## src/rtl/acc_exec_unit.sv

```systemverilog
// Accumulator execution unit: 8-bit ALU ops plus an iterative shift-add
// multiply, with valid/ready command and response channels.

module acc_ripple_add #(
    parameter int W = 8
) (
    input  logic [W-1:0] a,
    input  logic [W-1:0] b,
    input  logic         cin,
    output logic [W-1:0] sum,
    output logic         cout
);
    logic [W:0] c;

    assign c[0] = cin;

    for (genvar i = 0; i < W; i++) begin : g_fa
        assign sum[i]  = a[i] ^ b[i] ^ c[i];
        assign c[i+1]  = (a[i] & b[i]) | (c[i] & (a[i] ^ b[i]));
    end

    assign cout = c[W];
endmodule

module acc_exec_unit (
    input  logic       Clock,
    input  logic       Reset,
    input  logic       cmd_valid,
    output logic       cmd_ready,
    input  logic [3:0] cmd_op,
    input  logic [7:0] cmd_operand,
    output logic       rsp_valid,
    input  logic       rsp_ready,
    output logic [7:0] rsp_result,
    output logic [3:0] rsp_flags,
    output logic       rsp_err,
    output logic [7:0] acc
);
    typedef enum logic [1:0] {
        S_IDLE,
        S_EXEC,
        S_MUL,
        S_RESP
    } state_t;

    localparam logic [3:0] OP_ADD  = 4'd0;
    localparam logic [3:0] OP_INC  = 4'd1;
    localparam logic [3:0] OP_SUB  = 4'd2;
    localparam logic [3:0] OP_DEC  = 4'd3;
    localparam logic [3:0] OP_AND  = 4'd4;
    localparam logic [3:0] OP_OR   = 4'd5;
    localparam logic [3:0] OP_XOR  = 4'd6;
    localparam logic [3:0] OP_NOT  = 4'd7;
    localparam logic [3:0] OP_LOAD = 4'd8;
    localparam logic [3:0] OP_MUL  = 4'd9;

    state_t      state, state_nxt;
    logic [3:0]  op_q;
    logic [7:0]  opnd_q;
    logic [7:0]  mcand_q;
    logic [15:0] prod_q;
    logic [3:0]  cnt_q;
    logic [7:0]  acc_q;
    logic [3:0]  flags_q;

    logic        accept;
    logic        mul_last;

    logic [7:0]  add_b;
    logic        add_cin;
    logic [7:0]  add_sum;
    logic        add_cout;

    logic [7:0]  alu_res;
    logic        alu_v;
    logic        alu_c;
    logic        alu_err;
    logic [3:0]  alu_flags;

    logic [15:0] mul_addend;
    logic [15:0] prod_nxt;
    logic        mul_cout;
    logic [3:0]  mul_flags;

    assign cmd_ready = (state == S_IDLE);
    assign rsp_valid = (state == S_RESP);
    assign acc       = acc_q;
    assign accept    = cmd_valid && cmd_ready;
    assign mul_last  = (cnt_q == 4'd7);

    always_ff @(posedge Clock or negedge Reset) begin
        if (!Reset) begin
            state <= S_IDLE;
        end else begin
            state <= state_nxt;
        end
    end

    always_comb begin
        state_nxt = state;
        unique case (state)
            S_IDLE: begin
                if (cmd_valid) begin
                    state_nxt = (cmd_op == OP_MUL) ? S_MUL : S_EXEC;
                end
            end
            S_EXEC: state_nxt = S_RESP;
            S_MUL: begin
                if (mul_last) begin
                    state_nxt = S_RESP;
                end
            end
            S_RESP: begin
                if (rsp_ready) begin
                    state_nxt = S_IDLE;
                end
            end
            default: state_nxt = S_IDLE;
        endcase
    end

    // Subtraction runs as acc + ~B + 1 so carry-out reads as "no borrow".
    always_comb begin
        add_b   = opnd_q;
        add_cin = 1'b0;
        unique case (op_q)
            OP_INC:  add_b = 8'h01;
            OP_SUB: begin
                add_b   = ~opnd_q;
                add_cin = 1'b1;
            end
            OP_DEC:  add_b = 8'hFF;
            default: add_b = opnd_q;
        endcase
    end

    acc_ripple_add #(.W(8)) u_alu_add (
        .a    (acc_q),
        .b    (add_b),
        .cin  (add_cin),
        .sum  (add_sum),
        .cout (add_cout)
    );

    always_comb begin
        alu_res = acc_q;
        alu_v   = 1'b0;
        alu_c   = 1'b0;
        alu_err = 1'b0;
        unique case (op_q)
            OP_ADD: begin
                alu_res = add_sum;
                alu_c   = add_cout;
                alu_v   = (acc_q[7] == opnd_q[7]) && (add_sum[7] != acc_q[7]);
            end
            OP_INC:  alu_res = add_sum;
            OP_SUB: begin
                alu_res = add_sum;
                alu_c   = add_cout;
                alu_v   = (acc_q[7] != opnd_q[7]) && (add_sum[7] != acc_q[7]);
            end
            OP_DEC:  alu_res = add_sum;
            OP_AND:  alu_res = acc_q & opnd_q;
            OP_OR:   alu_res = acc_q | opnd_q;
            OP_XOR:  alu_res = acc_q ^ opnd_q;
            OP_NOT:  alu_res = ~acc_q;
            OP_LOAD: alu_res = opnd_q;
            default: alu_err = 1'b1;
        endcase
    end

    assign alu_flags = {alu_res[7], (alu_res == 8'h00), alu_v, alu_c};

    // One partial product per cycle, LSB of the multiplier first.
    assign mul_addend = opnd_q[cnt_q[2:0]]
                      ? ({8'h00, mcand_q} << cnt_q[2:0])
                      : 16'h0000;

    acc_ripple_add #(.W(16)) u_mul_add (
        .a    (prod_q),
        .b    (mul_addend),
        .cin  (1'b0),
        .sum  (prod_nxt),
        .cout (mul_cout)
    );

    assign mul_flags = {prod_nxt[7], (prod_nxt[7:0] == 8'h00),
                        1'b0, (prod_nxt[15:8] != 8'h00)};

    always_ff @(posedge Clock or negedge Reset) begin
        if (!Reset) begin
            op_q       <= 4'h0;
            opnd_q     <= 8'h00;
            mcand_q    <= 8'h00;
            prod_q     <= 16'h0000;
            cnt_q      <= 4'h0;
            acc_q      <= 8'h00;
            flags_q    <= 4'h0;
            rsp_result <= 8'h00;
            rsp_flags  <= 4'h0;
            rsp_err    <= 1'b0;
        end else begin
            unique case (state)
                S_IDLE: begin
                    if (accept) begin
                        op_q    <= cmd_op;
                        opnd_q  <= cmd_operand;
                        mcand_q <= acc_q;
                        prod_q  <= 16'h0000;
                        cnt_q   <= 4'h0;
                    end
                end
                S_EXEC: begin
                    if (!alu_err) begin
                        acc_q   <= alu_res;
                        flags_q <= alu_flags;
                    end
                    rsp_result <= alu_res;
                    rsp_flags  <= alu_err ? flags_q : alu_flags;
                    rsp_err    <= alu_err;
                end
                S_MUL: begin
                    prod_q <= prod_nxt;
                    cnt_q  <= cnt_q + 4'd1;
                    if (mul_last) begin
                        acc_q      <= prod_nxt[7:0];
                        flags_q    <= mul_flags;
                        rsp_result <= prod_nxt[7:0];
                        rsp_flags  <= mul_flags;
                        rsp_err    <= 1'b0;
                    end
                end
                default: begin
                end
            endcase
        end
    end

    logic unused;
    assign unused = mul_cout;
endmodule

```

## config.mk

```make
export PLATFORM = sky130hd
export DESIGN_NAME = acc_exec_unit
export DESIGN_NICKNAME = d
export VERILOG_FILES = /design/src/rtl/acc_exec_unit.sv
export SDC_FILE = /design/constraint.sdc
export NUM_CORES = 1
export LEC_CHECK = 0
export ABC_AREA = 1
export CORE_MARGIN = 3
export CORE_UTILIZATION = 54
export DETAILED_ROUTE_END_ITERATION = 7
export GPL_TIMING_DRIVEN = 1
export HOLD_SLACK_MARGIN = 0.1
export PLACE_DENSITY = 0.75
export SLEW_MARGIN = 5
export SYNTH_ARGS = -nofsm -noshare
export SYNTH_HDL_FRONTEND = slang
export SYNTH_SLANG_ARGS = --single-unit
```

## constraint.sdc

```tcl
create_clock -name Clock -period 17.3 [get_ports Clock]
set_input_delay 1.73 -clock Clock [delete_from_list [all_inputs] [get_ports Clock]]
set_output_delay 1.73 -clock Clock [all_outputs]
set_load 0.02 [all_outputs]
```

Word-level counts from Yosys, hierarchy flattened
Cells that the tools add are included.
{ "totals": {"output_inout_bits": 23, "reg_bits": 63, "inputBits": 16, "wordCells": 198} }
{ "classes": {"bitwise_logic": 119, "muxes": 27, "eq_ne": 21, "magnitude_cmp": 1, "n_addsub": 1, "reduce_logical": 18, "shift": 1} }
{ "op_table": {"columns": ["cell", "count"], "rows": [
  ["$pmux 8 s6", 1],
  ["$xor 1x1->1", 47],
  ["$and 1x1->1", 45],
  ["$mux 16", 2],
  ["$pmux 16 s2", 1],
  ["$pmux 8 s2", 2],
  ["$pmux 8 s3", 1],
  ["$or 1x1->1", 22],
  ["$eq 4x3->1 const B", 5],
  ["$logic_not 8->1", 2],
  ["$mux 8", 2],
  ["$not 8->8", 2],
  ["$pmux 4 s2", 2],
  ["$shl 8x3->16", 1],
  ["$mux 4", 3],
  ["$reduce_or 9->1", 1],
  ["$and 8x8->8", 1],
  ["$eq 4x2->1 const B", 2],
  ["$eq 4x4->1 const B", 2],
  ["$mux 2", 4],
  ["$or 8x8->8", 1],
  ["$pmux 2 s4", 1],
  ["$reduce_bool 8->1", 1],
  ["$xor 8x8->8", 1],
  ["other kinds (20)", 36]
]} }

Depth between registers and ports, before layout
{ "depth": {"depth_word": 36, "depth_mapped": 31, "ltp_nobuf": 31} }

Modules after synthesis
A second synthesis with hierarchy kept.
{ "hier_totals": {"hier_cells": 612, "hier_area_um2": 4538.1} }
{ "by_module_without_submodules": {"columns": ["mod", "instances", "cells_per_inst", "seq_area_each_um2", "area_each_um2"], "rows": [
  ["acc_exec_unit", 1, 568, 1551.5, 3982.6],
  ["acc_ripple_add (u_mul_add)", 1, 26, 0.0, 357.8],
  ["acc_ripple_add (u_alu_add)", 1, 18, 0.0, 197.7]
]} }

Worst setup path before layout
Ideal clock, no wire load.
{ "synth_timing": {"path_kind": "register -> register", "from": "reg cnt_q[0]", "to": "reg flags_q[0]", "path_slack_ns": 10.687, "required_time_ns": 17.170, "t_arrival_ns": 6.483, "path_stages_with_launch": 30, "cell_sequence": "dfrtp_1 inv_1 clkbuf_1 nand2_1 nor3_1 ha_1 inv_1 fa_1 inv_1 fa_1 fa_1 inv_1 fa_1 fa_1 fa_1 fa_1 inv_1 fa_1 fa_1 fa_1 inv_1 fa_1 fa_1 fa_1 inv_1 fa_1 nor3_1 nand4_1 nand2_1 o21ai_0"} }
{ "synth_via": {"elab_chain_cells": 36, "word_cells_on_any_way": 76} }
{ "synth_lines": {"columns": ["element", "line_no", "rtl"], "rows": [
  ["from (decl)", "62", "logic [3:0] cnt_q;"],
  ["from (signal assigned)", "224", "cnt_q <= cnt_q + 4'd1;"],
  ["$bmux 1 s3", "175", "assign mul_addend = opnd_q[cnt_q[2:0]]"],
  ["$mux 1 (not written as such)", "175", null],
  ["$mux 16", "176", "? ({8'h00, mcand_q} << cnt_q[2:0])"],
  ["$and 1x1->1 / $xor 1x1->1 (equally long branches)", "19", "assign c[i+1] = (a[i] & b[i]) | (c[i] & (a[i] ^ b[i]));"],
  ["$and 1x1->1", "19", null],
  ["$or 1x1->1", "19", null],
  ["$and 1x1->1", "19", null],
  ["$or 1x1->1", "19", null],
  ["[20 not listed]", null, null],
  ["$and 1x1->1", "19", null],
  ["$or 1x1->1", "19", null],
  ["$and 1x1->1", "19", null],
  ["$or 1x1->1", "19", null],
  ["$xor 1x1->1", "18", "assign sum[i] = a[i] ^ b[i] ^ c[i];"],
  ["$reduce_bool 8->1", "188", "1'b0, (prod_nxt[15:8] != 8'h00)};"],
  ["$mux 4", "225", "if (mul_last) begin"],
  ["$pmux 4 s2", null, null],
  ["to (signal assigned)", "216", "flags_q <= alu_flags;"],
  ["to (signal assigned)", "227", "flags_q <= mul_flags;"],
  ["to (decl)", "64", "logic [3:0] flags_q;"]
]} }
Parallel ways exist; a longest one is shown, timed or not. The select of a mux whose other input is x is not followed.
A chain may end at the register's enable or synchronous reset.

Worst setup path after layout
Same ends and word-level chain as after synthesis.

==> results.md <==
- Status: complete, no violations
- Via count of the first global-routing pass: around 4000
- Worst Skew: between 0.01 and 0.015 ns
- Top_reg_cell synth: dfrtp_1
- Initial DRC count: ~340
- Crit-path max FO: 16
- Initial antenna violation count: 0
- Share of cells above drive strength 1: 0.05618
- Cell repeated most along the worst path: fa_1
- Remaining Overflow, GRT: 0
- Die width: 96.62 um
- Critical Path AT: between 7 and 8 ns
- CTS root buffer: clkbuf_8
- Hold Crit Class: flip-flop to flip-flop
- Setup ws final: 9.837 ns
- Post-synth net total: between 600 and 700
- CTS H-tree depth: 3
- Via count: 3997
- Startpoint Class: flip-flop
- Worst Hold Launch: mcand_q[5]
- P&R area growth vs syn: 14.39%
- RSZ-0062 raised after global routing: no
- Leading area contributor after synthesis: dfrtp_1
- All-layer global routing usage: 0.2689
- Setup slack, reg-to-reg: 9.84 ns
- Synth unique cells: 33
- CTS hold repair buffers: 0
- First-pass GRT wire length: a little over 20000 um
- Slew @ Worst Pin: just over 0.8 ns
- Count leader, synth: nand2_1
- DRC: 0
- Leading post-synthesis cells by cell area: dfrtp_1 (35%), nand2_1 (14%), fa_1 (9.9%)
- Fill cells: 681
- R2R Path Start: cnt_q[0]
- FF-to-FF End: flags_q[0]
- 1st-pass router iterations: 4
- Core Rows: 32
- Cells after DPL: 709
- CP Capture Type: flip-flop
- Worst-Skew Late Latency: 0.35 ns
- Syn Std Cell Area: 0.004434 sq mm
- WL per Instance: around 17 um
- Fin area: 0.005072 sq mm
- Slew headroom: 0.4596
- Area after DPL: 0.004841 sq mm
- Yosys warns: 0
- Final Instance Count excl. Fillers: 725
- Min Tclk post-route: 7.463 ns
- Vias/cell: 5.513
- Ys async rst share: 1.000
- Setup TNS: 0 ns
- Ports: 39
- CTS tree: yes
- DIE HEIGHT: 96.62 um
- Max Fclk: 134.0 MHz
- Tcrit/Tclk final: 0.4314
- Initial Util: 0.5651
- Synth Instances: 590
- Final ANT Viol Nets: 0
- Worst Hold Depth: 2
- # setup viols final: 0
- I/O Buffers: 38
- Top cell type's share of synthesized area: 0.3499
- Required time of the worst setup path: between 15 and 20 ns
- Reg clk slew, reported paths: ~0.08 ns
- Fin. Hold Viols: 0
- Post-synth top cells: nand2_1 (162), inv_1 (71), o21ai_0 (68)
- Reg2Reg Depth: 31
- Worst hold endpoint: mcand_q[5]
- Crit path kind: flip-flop to flip-flop
- Clock buffer depth: 2
- Dpl ws: 9.797 ns
- Worst path max stage delay: 0.65 ns
- Number of synthesized flops with an enable pin: 0
- Max_cap viols: 0
- Post-DP HPWL: 8883 um
- Largest net degree at the start of global routing: 63
- Cts bufs inserted: 9
- Sink Count: slightly above 60
- CP max stage cell: dfrtp_1
- PostCTS Resize Cnt: 0
- Core area: 0.007848 sq mm
- Final WL: 12070 um
- Syn Area/Cell: around 7.5 sq um
- Postcts setup bufs: 0
- Nets: 678
- Die ar.: 0.009334 sq mm
- Fin. max-slew vios: 0
- Seq cells post-synth: 62
- Post-synthesis sequential area ratio: 0.3499
- Inserted Diodes: 0
- Routability cong.: 0.9533
metrics by stage:
step / hold WS (ns) / utilization
final: 0.4980 / 0.6464
after CTS: 0.4990 / 0.6464
after floorplan: 0.4530 / -
after detailed placement: 0.4718 / 0.6169
after global routing: 0.5297 / 0.6464
after global placement: 0.4659 / 0.6169
final cells by class:
type                       count  area (sq um)  area share
tap                          102         127.6     0.02516
clock buffer                  10         137.6     0.02713
clock inverter                 6         93.84     0.01850
timing repair buffer          40         390.4     0.07696
multi-input combinational    429          2486      0.4901
sequential                    62          1551      0.3059
inverter                      76         285.3     0.05624
critical path: cells and delay by family (launching register included):
kind | cells | cell delay [ns]
buf+inv | 7 | 0.71
compound gates | 3 | 0.38
fa+ha+maj | 15 | 4.81
flops | 1 | 0.65
simple gates | 6 | 0.77
layer usage:
metal | track usage | share of wire | wire length [um] | up-vias
li1 | - | - | - | 1948
met1 | 0.3929 | 0.47 | 5625 | 1879
met2 | 0.3949 | 0.44 | 5256 | 149
met3 | 0.06128 | 0.077 | 928 | 21
met4 | 0.09179 | 0.022 | 260 | 0
met5 | 0 | 0 | 0 | -
flip-flops by register name (all words and copies together) (netlist names):
register / count
prod_q: 16
rsp_err: 1
op_q: 4
opnd_q: 8
rsp_result: 8
cnt_q: 4
acc: 8
state: 2
mcand_q: 8
flags_q: 3
worst max-delay path by stage:
stage | end | from | depth (start not counted) | slack, ns
after floorplan | flags_q[0] | cnt_q[0] | 29 | 10.69
after global placement | flags_q[0] | cnt_q[0] | 31 | 10.11
after detailed placement | flags_q[0] | cnt_q[0] | 31 | 9.80
after CTS | flags_q[0] | cnt_q[0] | 31 | 9.80
after global routing | flags_q[0] | cnt_q[0] | 31 | 9.24
final | flags_q[0] | cnt_q[0] | 31 | 9.84
cells by family after synthesis:
kind of cell               Yosys count  share of synthesized area
AOI/OAI and AO/OA                  120                     0.1425
xor gates and xnor gates             1                   0.001976
adders and majority gates           44                     0.1614
buffers and inverters               99                    0.08945
DFF                                 62                     0.3499
muxes                                2                   0.004515
and+or+nand+nor                    262                     0.2503
layout by cell type (no fill, tap or decap), drive strengths merged, types with 3 or more instances in the layout:
cell,instances
inv,77
buf,3
o22ai,9
nor2,43
clkdlybuf4s50,37
a31oi,3
nor4,3
ha,22
a21oi,19
nor3,4
dfrtp,62
nand3,39
fa,22
clkbuf,10
nand3b,5
nand2,163
o21ai,83
Power is not shown: default switching activity piles up to over one toggle a cycle in this logic, so the estimate is an artifact.
